$ cat src/rtl/instr_fetch_unit.sv
// Instruction fetch front end: owns the fetch PC, issues in-order word reads to
// instruction memory, buffers responses in a small FIFO and hands {pc, instr} to
// decode over valid/ready. A redirect flushes buffered and in-flight fetches.
module instr_fetch_unit #(
  parameter logic [31:0] RESET_PC   = 32'h0000_0000,
  parameter int unsigned FIFO_DEPTH = 2
) (
  input  logic        clk,
  input  logic        rst_n,
  output logic        imem_req_valid,
  input  logic        imem_req_ready,
  output logic [31:0] imem_req_addr,
  input  logic        imem_rsp_valid,
  input  logic [31:0] imem_rsp_data,
  input  logic        redirect_valid,
  input  logic [31:0] redirect_pc,
  output logic        dec_valid,
  input  logic        dec_ready,
  output logic [31:0] dec_instr,
  output logic [31:0] dec_pc,
  output logic [6:0]  dec_opcode,
  output logic        fetch_misalign
);

  localparam int unsigned PW = $clog2(FIFO_DEPTH);
  localparam int unsigned CW = PW + 1;

  typedef enum logic {
    FETCH,
    HALT
  } state_t;

  state_t        state;
  logic          misalign_q;
  logic [31:0]   fetch_pc;
  logic [CW-1:0] outstanding;
  logic [CW-1:0] drop_cnt;
  logic [CW-1:0] count;

  // Decode buffer
  logic [31:0]   fifo_pc    [FIFO_DEPTH];
  logic [31:0]   fifo_instr [FIFO_DEPTH];
  logic [PW-1:0] rd_ptr;
  logic [PW-1:0] wr_ptr;

  // Addresses of live (not-to-be-dropped) outstanding requests, oldest at tag_rd
  logic [31:0]   tag_pc [FIFO_DEPTH];
  logic [PW-1:0] tag_rd;
  logic [PW-1:0] tag_wr;

  logic [CW:0]   in_use;
  logic          req_fire;
  logic          rsp_drop;
  logic          rsp_live;
  logic          push;
  logic          pop;

  // Credit, handshake qualifiers and decode-side outputs
  always_comb begin
    in_use         = {1'b0, outstanding} + {1'b0, count};
    imem_req_valid = rst_n && (state == FETCH) && !redirect_valid
                     && (in_use < (CW+1)'(FIFO_DEPTH));
    imem_req_addr  = fetch_pc;
    req_fire       = imem_req_valid && imem_req_ready;
    rsp_drop       = imem_rsp_valid && (drop_cnt != '0);
    rsp_live       = imem_rsp_valid && (drop_cnt == '0);
    push           = rsp_live && !redirect_valid;
    dec_valid      = (count != '0);
    pop            = dec_valid && dec_ready && !redirect_valid;
    dec_pc         = fifo_pc[rd_ptr];
    dec_instr      = fifo_instr[rd_ptr];
    dec_opcode     = fifo_instr[rd_ptr][6:0];
    fetch_misalign = misalign_q;
  end

  // Fetch/halt FSM; any redirect decides the next state from its alignment
  always_ff @(posedge clk or negedge rst_n) begin
    if (!rst_n) begin
      state      <= FETCH;
      misalign_q <= 1'b0;
    end else if (redirect_valid) begin
      if (redirect_pc[1:0] != 2'b00) begin
        state      <= HALT;
        misalign_q <= 1'b1;
      end else begin
        state      <= FETCH;
        misalign_q <= 1'b0;
      end
    end
  end

  // Fetch PC, outstanding/drop accounting and request tag queue.
  // On redirect every live outstanding request becomes a drop, so the tag
  // queue only ever holds requests whose responses will be buffered.
  always_ff @(posedge clk or negedge rst_n) begin
    if (!rst_n) begin
      fetch_pc    <= RESET_PC;
      outstanding <= '0;
      drop_cnt    <= '0;
      tag_rd      <= '0;
      tag_wr      <= '0;
      tag_pc      <= '{default: '0};
    end else if (redirect_valid) begin
      fetch_pc    <= redirect_pc;
      drop_cnt    <= drop_cnt + outstanding - CW'(imem_rsp_valid);
      outstanding <= '0;
      tag_rd      <= '0;
      tag_wr      <= '0;
    end else begin
      if (req_fire) begin
        tag_pc[tag_wr] <= fetch_pc;
        tag_wr         <= tag_wr + PW'(1);
        fetch_pc       <= fetch_pc + 32'd4;
      end
      if (rsp_drop) begin
        drop_cnt <= drop_cnt - CW'(1);
      end
      if (rsp_live) begin
        tag_rd <= tag_rd + PW'(1);
      end
      outstanding <= outstanding + CW'(req_fire) - CW'(rsp_live);
    end
  end

  // Decode FIFO: push live responses tagged with their PC, pop on decode handshake
  always_ff @(posedge clk or negedge rst_n) begin
    if (!rst_n) begin
      fifo_pc    <= '{default: '0};
      fifo_instr <= '{default: '0};
      rd_ptr     <= '0;
      wr_ptr     <= '0;
      count      <= '0;
    end else if (redirect_valid) begin
      rd_ptr <= '0;
      wr_ptr <= '0;
      count  <= '0;
    end else begin
      if (push) begin
        fifo_pc[wr_ptr]    <= tag_pc[tag_rd];
        fifo_instr[wr_ptr] <= imem_rsp_data;
        wr_ptr             <= wr_ptr + PW'(1);
      end
      if (pop) begin
        rd_ptr <= rd_ptr + PW'(1);
      end
      count <= count + CW'(push) - CW'(pop);
    end
  end

  // The credit rule keeps the buffer from ever being pushed while full
  a_no_overflow: assert property (@(posedge clk) disable iff (!rst_n)
    !(push && (count == CW'(FIFO_DEPTH))));

endmodule

$ cat config.mk
export PLATFORM = sky130hd
export DESIGN_NAME = instr_fetch_unit
export DESIGN_NICKNAME = d
export VERILOG_FILES = /design/src/rtl/instr_fetch_unit.sv
export SDC_FILE = /design/constraint.sdc
export NUM_CORES = 1
export LEC_CHECK = 0
export CAP_MARGIN = 20
export CORE_MARGIN = 2
export CORE_UTILIZATION = 54
export CTS_CLUSTER_DIAMETER = 60
export DETAILED_ROUTE_END_ITERATION = 16
export GPL_TIMING_DRIVEN = 1
export PLACE_DENSITY = 0.83
export SLEW_MARGIN = 10
export SYNTH_ARGS = -nofsm -noshare
export SYNTH_HDL_FRONTEND = slang
export SYNTH_SLANG_ARGS = --single-unit
$ cat constraint.sdc
create_clock -name clk -period 3.75 [get_ports clk]
set_clock_uncertainty 0.05 [all_clocks]
set_input_delay 0.75 -clock clk [delete_from_list [all_inputs] [get_ports clk]]
set_output_delay 0.75 -clock clk [all_outputs]
set_load 0.1 [all_outputs]
==> metrics.yaml <==
timing.rr.start: "outstanding[0]"
drt_iter0_drc: 457
yosys.area.top_type: "dfrtp_1"
placement_rows: 51
antenna_found_initial: 0
ys_ff_latch: 235
yosysUniqueCellTypes: 47
synth.cell_area_um2: 10600
clock-sinks: 235
rr_endpoint: "tag_pc[54]"
hp-class: "in2async"
dr.pass1.iters: 8
port_buffers: 175
grt_pass1_vias: 7420
post-synth-top-count-cell: "dfrtp_1"
num-nets-final: 1100
slew_violations: 0
crit_path_start: "rd_ptr"
crit_arrival_ps: 2280
drc: 0
min_period_over_period_pct: 82.0
hold_violations: 0
cp_slowest_cell: "dfrtp_2"
finalSetupViolations: 0
syn_inst: 867
area_delta_synth_final_pct: 24.9
max_stage_delay_ps: 800
crit_path_frequent_cell: "buf_4"
maxCapViolCount: 0
cp_data_required_time_ps: 2950
fmax_mhz: 325
tightest_slew_ps: 1030
routed_wl_um: 23100
syn_nets: 946
synthTopCellsByCount: "dfrtp_1, mux2_2, nand2_1, nor2_1, o21ai_0"
post_cts_resized: 0
cts.clk_slew.worst_paths_ps: 60
dpl.hpwl_um: 14800
fin_cells: 1302
synth_edf_count: 0
insertion_delay_ps: 510
grt_max_degree: 161
status: "finished clean"
routedWlPerCell_um: 17.7
start_kind: "flip-flop"
critPathMaxFanout: 26
ctsHoldBuffers: 0
r2r_cells: 8
htree_levels: 1
post_cts_buffers: 0
ys_warn_count: 0
initial_core_util_pct: 54.8
rsz0062_at_grt: "false"
clock_path_buffers: 3
post-route-util_pct: 68.4
post-route-min-period_ps: 3080
ff_latch_area_um2: 5880
endpoint_kind: "output pin"
cts_inserted_buffers: 24
max_slew_margin_pct: 31.7
dieArea_um2: 20700
ff2ff_setup_slack_ps: 940
multi_input_comb_area_um2: 4430
via_count: 7283
die_height_um: 144
crit_path_end: "dec_pc[0]"
grt_pass1_wl_um: 37100
n_antenna_cell: 0
ys_seq_area_share_pct: 55.5
via_per_inst: 5.59
cp_cell_sequence: "buf_4, mux2_2, buf_4"
final_antenna_net_count: 0
dp.cells: 1260
synth_ff_type: "dfrtp_1"
layout-drive-gt1-share_pct: 32.3
tritoncts: "done"
async_reset_ff_share_pct: 100
io_pins: 176
avgSynthCellArea_um2: 12.2
grtUsageTotal_pct: 22.3
fin_setup_tns_ps: 0
gp_congestion: 0.814
overflow: 0
synthTopCellsByArea: "dfrtp_1, mux2_2, mux2i_1"
fill_cells: 1439
crit_type: "reg2out"
die_w_um: 144
yosys.area.top_type_share_pct: 55.5
root_buffer: "clkbuf_16"
coreArea_um2: 19300
-- area by class of cell --
cell class | instances | area share [%]
multi-input combinational | 566 | 33.5
timing repair buffer | 186 | 12.8
clock inverter | 6 | 1.17
tap | 265 | 2.51
clock buffer | 36 | 5.34
sequential | 235 | 44.5
inverter | 8 | 0.227
-- kinds of logic after synthesis --
kind of cell    count (synthesis)  share of synthesized area, %
flops                         235                          55.5
mux                           229                          23.9
simple gates                  201                          9.21
compound gates                109                          5.84
buf+inv                        66                          2.85
xor+xnor                       18                          1.49
fa+ha+maj                       9                          1.13
-- flip-flops by register name, indices dropped and copies added, names as in the netlist, 2 cells and up --
register,flops
fifo_pc,64
count,2
drop_cnt,2
fifo_instr,64
outstanding,2
tag_pc,64
imem_req_addr,32
-- routing by layer --
metal	vias up	GRT usage, %	routed length (µm)
met1	3612	32.1	10600
li1	3381	-	-
met2	256	35.4	10500
met4	0	5.42	376
met5	-	0	0
met3	34	4.01	1670
-- worst max-delay path: cells and delay by family, from the launching register on --
family                 cells  cell delay [ps]
buffers and inverters      2              600
flip-flops                 1              800
multiplexers               1              380
-- stage by stage --
stage	setup slack [ps]	hold WS (ps)	instance area [µm²]
final	674	372	13200
after global routing	588	428	13200
after CTS	634	399	13200
after detailed placement	870	415	12400
after global placement	877	405	12400
after floorplan	972	394	10600
-- worst min path at each step --
stage	from	endpoint	slack, ps	depth (start not counted)
2_1_floorplan	fifo_pc[0]	fifo_pc[0]	390	2
3_3_place_gp	fifo_pc[10]	fifo_pc[10]	410	2
3_5_place_dp	fifo_pc[31]	fifo_pc[31]	410	2
4_1_cts	rst_n	imem_req_addr[0]	400	2
5_1_grt	rst_n	imem_req_addr[0]	430	2
6_report	rst_n	imem_req_addr[11]	370	2
-- cells in the final DEF, fill, tap and decap left out, drive strengths merged, types with 3 or more instances in the layout --
cell type / instances
dfrtp: 235
mux2: 194
clkdlybuf4s50: 97
buf: 89
nand2: 71
nor2: 57
o21ai: 49
clkbuf: 36
mux2i: 35
a21oi: 35
nand3: 26
nand4: 15
o211ai: 11
xor2: 9
xnor2: 9
ha: 8
inv: 8
or3: 5
bufinv: 5
nor4: 5
and3: 4
nor2b: 3
and2: 3
and4: 3
a22oi: 3
o311ai: 3
a221o: 3
or2: 3
Power is left out: the tool's default activity adds up to more than one toggle a clock period on the data nets, which glitch-free logic cannot reach.
